`config.mk`:
```
export PLATFORM = sky130hd
export DESIGN_NAME = rggen_apb_requester
export DESIGN_NICKNAME = d
export VERILOG_FILES = /design/src/rtl/rggen_apb_requester.sv
export SDC_FILE = /design/constraint.sdc
export NUM_CORES = 1
export LEC_CHECK = 0
export BUFFER_PORTS_ARGS = -buffer_cell sky130_fd_sc_hd__buf_4
export CAP_MARGIN = 20
export CORE_MARGIN = 8
export CORE_UTILIZATION = 45
export DETAILED_ROUTE_END_ITERATION = 16
export PLACE_DENSITY = 0.88
export SLEW_MARGIN = 20
export SYNTH_ARGS = -nofsm -noshare
export SYNTH_HDL_FRONTEND = slang
export SYNTH_SLANG_ARGS = --single-unit
```
`constraint.sdc`:
```
create_clock -name i_clk -period 2.65 [get_ports i_clk]
set_input_delay 0.1325 -clock i_clk [delete_from_list [all_inputs] [get_ports i_clk]]
set_output_delay 0.1325 -clock i_clk [all_outputs]
set_load 0.01 [all_outputs]
```
`src/rtl/rggen_apb_requester.sv`:
```
// rtl/rggen_apb_requester.sv - APB4 requester turning a valid/ready command into single APB transfers
module rggen_apb_requester #(
  parameter int ADDRESS_WIDTH  = 16,
  parameter int BUS_WIDTH      = 32,
  parameter int TIMEOUT_CYCLES = 256
) (
  input  logic                       i_clk,
  input  logic                       i_rst,
  input  logic                       i_req_valid,
  output logic                       o_req_ready,
  input  logic                       i_req_write,
  input  logic [ADDRESS_WIDTH-1:0]   i_req_address,
  input  logic [BUS_WIDTH-1:0]       i_req_data,
  input  logic [BUS_WIDTH/8-1:0]     i_req_strobe,
  output logic                       o_rsp_valid,
  input  logic                       i_rsp_ready,
  output logic [BUS_WIDTH-1:0]       o_rsp_data,
  output logic                       o_rsp_error,
  output logic                       o_rsp_timeout,
  output logic                       o_psel,
  output logic                       o_penable,
  output logic                       o_pwrite,
  output logic [ADDRESS_WIDTH-1:0]   o_paddr,
  output logic [BUS_WIDTH-1:0]       o_pwdata,
  output logic [BUS_WIDTH/8-1:0]     o_pstrb,
  output logic [2:0]                 o_pprot,
  input  logic                       i_pready,
  input  logic                       i_pslverr,
  input  logic [BUS_WIDTH-1:0]       i_prdata
);
  localparam int STRB_WIDTH = BUS_WIDTH / 8;
  localparam int ADDR_LSB   = $clog2(STRB_WIDTH);
  localparam int CNT_WIDTH  = (TIMEOUT_CYCLES > 1) ? $clog2(TIMEOUT_CYCLES) : 1;

  localparam logic [CNT_WIDTH-1:0] CNT_LAST =
    CNT_WIDTH'((TIMEOUT_CYCLES > 0) ? (TIMEOUT_CYCLES - 1) : 0);
  localparam logic [ADDRESS_WIDTH-1:0] ADDR_MASK =
    ~ADDRESS_WIDTH'((1 << ADDR_LSB) - 1);

  localparam logic [1:0] IDLE     = 2'd0;
  localparam logic [1:0] SETUP    = 2'd1;
  localparam logic [1:0] ACCESS   = 2'd2;
  localparam logic [1:0] RESPONSE = 2'd3;

  logic [1:0]               state;
  logic [CNT_WIDTH-1:0]     wait_count;
  logic                     cmd_write;
  logic [ADDRESS_WIDTH-1:0] cmd_address;
  logic [BUS_WIDTH-1:0]     cmd_data;
  logic [STRB_WIDTH-1:0]    cmd_strobe;
  logic [BUS_WIDTH-1:0]     rsp_data;
  logic                     rsp_error;
  logic                     rsp_timeout;
  logic                     in_transfer;
  logic                     timeout_hit;

  // A late i_pready still wins because timeout_hit is qualified by !i_pready.
  assign timeout_hit = (TIMEOUT_CYCLES != 0) && (wait_count == CNT_LAST) && !i_pready;
  assign in_transfer = (state == SETUP) || (state == ACCESS);

  // Transfer sequencing: command latch, wait counting and response capture.
  always_ff @(posedge i_clk) begin
    if (i_rst) begin
      state       <= IDLE;
      wait_count  <= '0;
      cmd_write   <= 1'b0;
      cmd_address <= '0;
      cmd_data    <= '0;
      cmd_strobe  <= '0;
      rsp_data    <= '0;
      rsp_error   <= 1'b0;
      rsp_timeout <= 1'b0;
    end else begin
      case (state)
        IDLE: begin
          if (i_req_valid) begin
            // Read commands carry no write data or strobes onto the bus.
            cmd_write   <= i_req_write;
            cmd_address <= i_req_address & ADDR_MASK;
            cmd_data    <= i_req_write ? i_req_data : '0;
            cmd_strobe  <= i_req_write ? i_req_strobe : '0;
            wait_count  <= '0;
            state       <= SETUP;
          end
        end
        SETUP: begin
          state <= ACCESS;
        end
        ACCESS: begin
          if (i_pready) begin
            rsp_error   <= i_pslverr;
            rsp_data    <= (!cmd_write && !i_pslverr) ? i_prdata : '0;
            rsp_timeout <= 1'b0;
            state       <= RESPONSE;
          end else if (timeout_hit) begin
            rsp_error   <= 1'b1;
            rsp_data    <= '0;
            rsp_timeout <= 1'b1;
            state       <= RESPONSE;
          end else if (wait_count != {CNT_WIDTH{1'b1}}) begin
            wait_count <= wait_count + CNT_WIDTH'(1);
          end
        end
        RESPONSE: begin
          if (i_rsp_ready) begin
            state <= IDLE;
          end
        end
        default: begin
          state <= IDLE;
        end
      endcase
    end
  end

  // Bus and response outputs decode from state so they are zero whenever not meaningful.
  always_comb begin
    o_req_ready   = (state == IDLE);
    o_psel        = in_transfer;
    o_penable     = (state == ACCESS);
    o_pwrite      = in_transfer & cmd_write;
    o_paddr       = in_transfer ? cmd_address : '0;
    o_pwdata      = in_transfer ? cmd_data : '0;
    o_pstrb       = in_transfer ? cmd_strobe : '0;
    o_pprot       = 3'b000;
    o_rsp_valid   = (state == RESPONSE);
    o_rsp_data    = (state == RESPONSE) ? rsp_data : '0;
    o_rsp_error   = (state == RESPONSE) & rsp_error;
    o_rsp_timeout = (state == RESPONSE) & rsp_timeout;
  end
endmodule
```
[Yosys cells after proc, flatten, opt, wreduce, memory -nomap -nowiden]
Index checks and enable logic that the tools add are counted.
Operators by class
  $add $sub $neg: 1
  muxes and demuxes: 22
  equality and inequality tests: 11
  reductions and logical operators: 13
  bitwise operators: 3
Operators by type and width (number)
  $mux 32: 6
  $mux 8: 4
  $mux 16: 1
  $pmux 8 s2: 1
  $add 8x1->8 const B: 1
  $eq 8x8->1 const B: 1
  $mux 2: 4
  $mux 4: 2
  $ne 8x8->1 const B: 1
  $pmux 2 s4: 1
  $ne 2x2->1 const B: 3
  $reduce_and 5->1: 1
  $eq 2x2->1 const B: 2
  $ne 2x1->1 const B: 2
  $reduce_and 2->1: 2
  $reduce_bool 2->1: 2
  $and 1x1->1: 3
  $logic_not 1->1: 3
  $mux 1: 3
  $ne 3x1->1 const B: 1
  $reduce_and 3->1: 1
  $eq 2x1->1 const B: 1
  $logic_and 1x1->1: 2
  $logic_not 2->1: 1
  $logic_or 1x1->1: 1
Storage, ports and cells
  flip-flop bits (word level): 95
  input port bits: 91
  output and inout bits: 94
  word-level logic and storage cells: 59

[Logic depth before layout (Yosys ltp)]
Gate-level depths: netlist of the first run.
  depth in word-level cells: 5
  depth in mapped cells: 7
  mapped depth without buffers: 6

[Worst setup path after synthesis of the first run]
OpenSTA, ideal clock, no wires.
  path type: reg2reg
  start: reg state[0]
  end: reg rsp_data[17]
  path buffers: 1
  path slack: 0.928 ns
  arrival time: 1.605 ns
  stages on the path, launching flop included: 8
  cells stage by stage: dfxtp_1 > inv_1 > ha_1 > inv_1 > o31ai_4 > nor2_2 > buf_6 > a22o_1
Between the ends
  longest elaborated chain between the ends: 2
RTL lines
  start: declaration: line 45  | logic [1:0] state;
  start signal: assignment: line 64  | state <= IDLE;
  start signal: assignment: line 83  | state <= SETUP;
  start signal: assignment: line 87  | state <= ACCESS;
  $eq 2x2->1
  named net o_penable: line 21  | output logic o_penable,
  $reduce_and 2->1 (no source line)
  end signal: assignment: line 92  | rsp_data <= (!cmd_write && !i_pslverr) ? i_prdata : '0;
  end: declaration: line 51  | logic [BUS_WIDTH-1:0] rsp_data;
The timed path passes the listed nets, and every way through them passes these cells.
A chain may end at the register's enable or synchronous reset.

[Final worst setup path of the first run]
  start: reg state[0]
  end: reg rsp_data[17]
Between the ends
  longest elaborated chain between the ends: 2
RTL lines
  $eq 2x2->1: line 74  | case (state)
  $reduce_and 2->1 (no source line)
No other way between the ends.

==> metrics.txt, run 1 <==
P&R area growth vs syn=43.4%; post-synthesis cell area=0.00422 mm^2; crit-path max FO=15; Seq cells post-synth=95; total number of vias=4,289; clock group share of total power=0.236; Lkg Pwr=2.60 nW; clock tree buffer depth=2; RD Place Congestion=0.809; Worst Setup Slack, final=0.555 ns; width of the die=113 um; status=finished, final reports clean; Power, Total=3.66 mW; startpoint types=flip-flop; first-pass GRT wire length=21.2 mm; R2R setup slack=0.55 ns; sw frac=0.353; H-tree lvl count=3; IO Count=185; clock skew=0.0124 ns; worst vdd ir=0.356 mV; Synth Flop Type=dfxtp_1; dpl ws=0.576 ns; cts bufs inserted=9; Syn Area/Cell=8.20 um^2; crit-path leading delay family=simple AND/OR/NAND/NOR gates; initial antenna violation count=0; Max transition margin=0.562; n_diodes=0; Worst Max-Slew Pin Slew=0.657 ns; CTS tree=yes; Final period util=0.791; Worst Path Buf+Inv=2; DR WL/cell=16.4 um; Clk Latency, worst-skew pair=0.36 ns; max-slew violations=0; Yosys cell types=40; Crit path arrival time=2.40 ns; Int Pwr=2.37 mW; TritonCTS Sinks=95; fmax=477 MHz; sequential share of the synthesized area=0.451; CP Cell Sequence=inv_1, ha_1, buf_4, nand2_1, o31ai_4, nor2_2, a22o_1; Core Box Area=0.00915 mm^2; Overall Global Routing Usage=0.202; synth warn=0; hold buffers post-CTS=29; fraction of layout cells with a size suffix above 1=0.297; Final #Nets=797; Pwr per Cell Area=605 mW/mm^2; clk root buf=clkbuf_8; Final ANT Viol Nets=0; vias in the first global route=4,280; final WL=13.4 mm; CP Capture Type=flip-flop; P_sw=1.29 mW; largest net degree at the start of global routing=54; Flop pwr share=0.439; site row count=35; Worst Path Required=2.95 ns; final hold vios=0; cts repair resizes=0; Initial Util=0.461; setup TNS=0 ns; critical path class=reg2reg; Reg clk slew, reported paths=0.10 ns; Die ar.=0.0127 mm^2; Setup Viol. Count Final=0; max cap viols=0; RSZ-0062 raised after global routing=no; Slowest-stage cell, CP=nor2_2; Async S/R FF share, synth=0; Post-synth EDFFs=0; PortBufs=177; Initial DRC Count=255; Comb pwr share=0.325; DRC=0; vias per cell=5.25; gr ovfl total=0; Initial DRT Pass Iterations=5; Gate Count Post-Synth=514; Critical Path Max Stage Delay=0.54 ns; post-CTS setup buffers=0; final worst path period need=2.10 ns; post-DP HPWL=9.17 mm; Hold Crit Class=in2reg; Die Y=113 um
==> registers in the layout (all words and copies together) (netlist names), 2 cells and up <==
name	flops
cmd_address	14
cmd_strobe	4
wait_count	8
state	2
cmd_data	32
rsp_data	32
==> cells in the mapped netlist (2+ instances only) <==
library cell,n,area [um^2]
o21ai_0,20,100
nand3b_1,2,15.0
nand3_1,57,285
ha_1,5,62.6
a21oi_1,57,285
buf_1,2,7.51
nand2b_1,24,150
dfxtp_1,95,1900
nor3_1,2,10.0
a211oi_1,2,15.0
a21o_1,2,15.0
inv_1,5,18.8
buf_2,5,25.0
clkbuf_1,31,116
buf_4,5,37.5
nand2_1,72,270
nor2_1,3,11.3
and2_1,86,538
o32ai_1,4,35.0
a22o_1,15,131
==> kinds of logic after synthesis <==
family | after synthesis | share of synthesized area
AOI/OAI and AO/OA | 106 | 0.152
DFF | 95 | 0.451
and+or+nand+nor | 256 | 0.325
muxes | 2 | 0.00505
adders and majority gates | 5 | 0.0148
buffers and inverters | 49 | 0.0514
other | 1 | 0.000890
==> final timing paths <==
check,cells after the start,from,to
worst max register to register,7,state[0]$_SDFFE_PP0P_,rsp_data[17]$_SDFFE_PP0P_
worst min register to register,2,cmd_data[14]$_SDFFE_PP0P_,cmd_data[14]$_SDFFE_PP0P_
worst max-delay path,7,state[0]$_SDFFE_PP0P_,rsp_data[17]$_SDFFE_PP0P_
worst min-delay path,3,i_prdata[1],rsp_data[1]$_SDFFE_PP0P_
==> through the flow <==
step           hold WS [ns]  area, um^2  cells   util
2_1_floorplan         0.229        4230    518      -
3_3_place_gp          0.344        5580    772  0.610
3_5_place_dp          0.342        5580    772  0.610
4_1_cts             0.00337        6040    817  0.660
5_1_grt              0.0118        6040    817  0.660
6_report             0.0165        6040    817  0.660
==> power by group through the flow <==
stage | Combinational (mW) | Clock [mW] | Sequential, mW
after floorplan | 0.718 | 0 | 1.62
final | 1.19 | 0.863 | 1.61
after detailed placement | 1.16 | 0 | 1.64
after global placement | 1.12 | 0 | 1.63
after global routing | 1.31 | 0.941 | 1.62
after CTS | 1.20 | 0.896 | 1.61
==> placed cells by master (no fill, tap or decap), drive strengths merged, types with 4 or more instances in the layout <==
master and count:
a21oi 57, a22o 15, and2 86, buf 187, clkbuf 10, clkinvlp 5
conb 5, dfxtp 95, dlygate4sd3 29, ha 5, inv 6, nand2 72
nand2b 24, nand3 57, nor2 4, o21ai 21, o32ai 4
==> final cells by class <==
type | instances | area (um^2)
repair buffers | 216 | 1690
clock inverters | 6 | 46.3
multi-input cells | 374 | 2120
inverters | 5 | 18.8
fillers | 761 | 3110
well taps | 111 | 139
flip-flops and latches | 95 | 1900
clock buffers | 10 | 128
==> per-layer routing <==
layer  GRT usage  vias to the layer above  part of all wire
li1            -                     2088                 -
met1       0.228                     2000              0.39
met2       0.340                      187              0.49
met3      0.0820                       14              0.11
met4      0.0647                        0             0.012
met5           0                        -                 0
==> worst register-to-register path, delay by kind of cell, from the launching register on <==
kind,cells,cell delay (ns)
buf+inv,2,0.26
fa+ha+maj,1,0.22
flops,1,0.34
simple gates,2,0.76
compound gates,2,0.46
Power figures use the tool's default switching activity.
==> inputs of run 2 (changes only) <==
--- a/config.mk
+++ b/config.mk
@@ -5,12 +5,13 @@
 export SDC_FILE = /design/constraint.sdc
 export NUM_CORES = 1
 export LEC_CHECK = 0
+export ABC_AREA = 1
 export BUFFER_PORTS_ARGS = -buffer_cell sky130_fd_sc_hd__buf_4
 export CAP_MARGIN = 20
 export CORE_MARGIN = 8
 export CORE_UTILIZATION = 45
 export DETAILED_ROUTE_END_ITERATION = 16
-export PLACE_DENSITY = 0.88
+export PLACE_DENSITY = 0.87
 export SLEW_MARGIN = 20
 export SYNTH_ARGS = -nofsm -noshare
 export SYNTH_HDL_FRONTEND = slang
==> constraint.sdc (replaced) <==
create_clock -name i_clk -period 2 [get_ports i_clk]
set_input_delay 0.1 -clock i_clk [delete_from_list [all_inputs] [get_ports i_clk]]
set_output_delay 0.1 -clock i_clk [all_outputs]
set_load 0.01 [all_outputs]
==> metrics.txt, run 2 <==
status=finished, final reports clean; DRC=0 (unchanged); Core Box Area=0.00973 mm^2 (+6.3%); fmax=537 MHz; Initial Util=0.460 (-0.000941); synth warn=0 (unchanged); Non-Filler Instances=1,055 (+29%); Hold Crit Class=in2reg; CTS tree=yes; dpl ws=0.198 ns (-0.378 ns); Inst Count DP=958 (+24%); initial antenna violation count=1 (+1); Setup Viol. Count Final=0 (unchanged); Pwr per Cell Area=905 mW/mm^2 (+50%); Reg clk slew, reported paths=0.09 ns (about the same); TritonCTS Sinks=95 (unchanged); RD Place Congestion=0.821 (+1.5%); Async S/R FF share, synth=0 (unchanged); setup TNS=0 ns (unchanged); startpoint types=flip-flop; Initial DRT Pass Iterations=6 (+1); Top Registers=cmd_data (32), rsp_data (32), cmd_address (14); Initial DRC Count=324 (+27%); Max transition margin=0.398 (-0.164); fraction of layout cells with a size suffix above 1=0.244 (-0.0537); width of the die=116 um (+2.6%); vias per cell=4.70 (-10%); gr ovfl total=0 (unchanged); site row count=36 (+2.9%); Final period util=0.932; Worst Setup Slack, final=0.136 ns (-0.419 ns); Synth area leader=dfxtp_1; cts bufs inserted=9 (unchanged); sequential share of the synthesized area=0.425 (-0.0259); crit-path max FO=51 (+36); PortBufs=177 (unchanged); clock tree buffer depth=2 (unchanged); final worst path period need=1.86 ns; Crit path arrival time=1.76 ns (-0.64 ns); most frequent cell after synthesis=nand2_1; worst vdd ir=0.560 mV (+57%); Syn Area/Cell=6.59 um^2 (-20%); Gate Count Post-Synth=679 (+32%); Post-synth EDFFs=0 (unchanged); Overall Global Routing Usage=0.215 (+0.0131); post-synthesis cell area=0.00447 mm^2 (+6.1%); Die Y=116 um (+2.6%); Yosys cell types=32 (-20%); Final #Nets=1,010 (+27%); max cap viols=0 (unchanged); commonest non-fill, non-tap cell in the layout=nand2_1; CP Capture Type=output pin; clock skew=0.0146 ns (+0.00217 ns); max-slew violations=0 (unchanged); final WL=14.7 mm (+9.8%); Lkg Pwr=3.66 nW (+41%); Seq cells post-synth=95 (unchanged); post-DP HPWL=8.83 mm (-3.7%); critical path class=reg2out; IO Count=185 (unchanged); largest net degree at the start of global routing=65 (+20%); Final ANT Viol Nets=0 (unchanged); Worst Path Required=1.90 ns (-1.05 ns); commonest cells in the netlist=nand2_1 (232), inv_1 (106), dfxtp_1 (95), a21oi_1 (71), nor2_1 (60); Clk Latency, worst-skew pair=0.37 ns (about the same); clk root buf=clkbuf_8; DR WL/cell=13.9 um (-15%); RSZ-0062 raised after global routing=no; final hold vios=0 (unchanged); first-pass GRT wire length=23.0 mm (+8.5%); top cell type's share of synthesized area=0.425 (-0.0259); synth top area cells=dfxtp_1 (43%), nand2_1 (19%), inv_1 (8.9%), a21oi_1 (7.9%), nor2_1 (5.0%); total number of vias=4,958 (+16%); Synth Flop Type=dfxtp_1; H-tree lvl count=3 (unchanged); Power, Total=6.15 mW (+68%); Worst Max-Slew Pin Slew=0.902 ns (+0.245 ns); Die ar.=0.0134 mm^2 (+5.2%); vias in the first global route=4,826 (+13%); Core Util, Final=0.699 (+0.0383); commonest non-fill, non-tap cells in the layout=nand2_1 (232), buf_4 (183), inv_1 (106); P&R area growth vs syn=52.0%
==> run 2: changes by cell type after synthesis, sizes merged, moves of 4 or more <==
| cell | before | now |
|---|---|---|
| o32ai | 4 | 0 |
| o21ai | 21 | 28 |
| nand2b | 24 | 0 |
| nand2 | 72 | 238 |
| a21oi | 57 | 73 |
| a22o | 15 | 0 |
| nand3 | 57 | 11 |
| inv | 5 | 111 |
| and2 | 86 | 0 |
| nor2 | 4 | 64 |
| clkbuf | 31 | 23 |
| buf | 13 | 19 |
==> run 2: cell families after synthesis <==
logic type,synth area share
simple gates,0.291
buf+inv,0.145
compound gates,0.123
flops,0.425
fa+ha+maj,0.0140
other cells,0.000839
==> run 2: through the flow <==
| step | hold WS, ns | cell area, um^2 |
|---|---|---|
| 6_report | 0.0184 | 6800 |
| 5_1_grt | 0.00399 | 6790 |
| 4_1_cts | 0.000654 | 6780 |
| 3_5_place_dp | 0.351 | 5820 |
| 3_3_place_gp | 0.347 | 5820 |
| 2_1_floorplan | 0.243 | 4490 |
==> run 2: final timing paths <==
| check | cells after the start | startpoint | end | slack [ns] |
|---|---|---|---|---|
| worst max-delay path | 6 | state[1]$_SDFFE_PP0P_ | o_paddr[13] | 0.14 |
| worst min-delay path | 3 | i_prdata[12] | rsp_data[12]$_SDFFE_PP0P_ | 0.02 |
| worst max register to register | 8 | state[0]$_SDFFE_PP0P_ | cmd_data[0]$_SDFFE_PP0P_ | 0.22 |
| worst min register to register | 2 | cmd_strobe[3]$_SDFFE_PP0P_ | cmd_strobe[3]$_SDFFE_PP0P_ | 0.47 |
==> run 2: where the power goes <==
part           internal, mW  switching [mW]  total [mW]
clock                 0.496           0.702        1.20
combinational          1.03            1.60        2.63
sequential             2.17           0.153        2.33
total                  3.70            2.45        6.15
==> run 2: layout make-up <==
cell class / instances / area [um^2]
sequential: 95 / 1900
antenna: 3 / 7.51
inverter: 113 / 427
fill: 775 / 2930
timing repair buffer: 262 / 2170
clock buffer: 11 / 141
multi-input combinational: 433 / 1940
clock inverter: 5 / 41.3
tap: 133 / 166
==> run 2: what timing repair did <==
action	CTS	global route
gates resized for setup	0	1
buffers inserted	0	0
endpoints found under the setup margin	0	6
hold endpoints to repair	77	1
hold buffers	77	1
==> run 2: routing by layer <==
layer  global-route usage  vias to the layer above  part of all wire  wire length, um
met5                    0                        -                 0                0
met4                0.105                        0             0.037              539
met3               0.0620                       41             0.063              930
met2                0.393                      185              0.52             7700
met1                0.221                     2242              0.38             5510
li1                     -                     2490                 -                -
==> run 2: worst max-delay path, stage by stage (launching register included) <==
cell	delay (ns)
dfxtp_1	0.38
inv_1	0.08
ha_2	0.37
buf_12	0.24
nand2_1	0.11
inv_1	0.09
buf_4	0.13
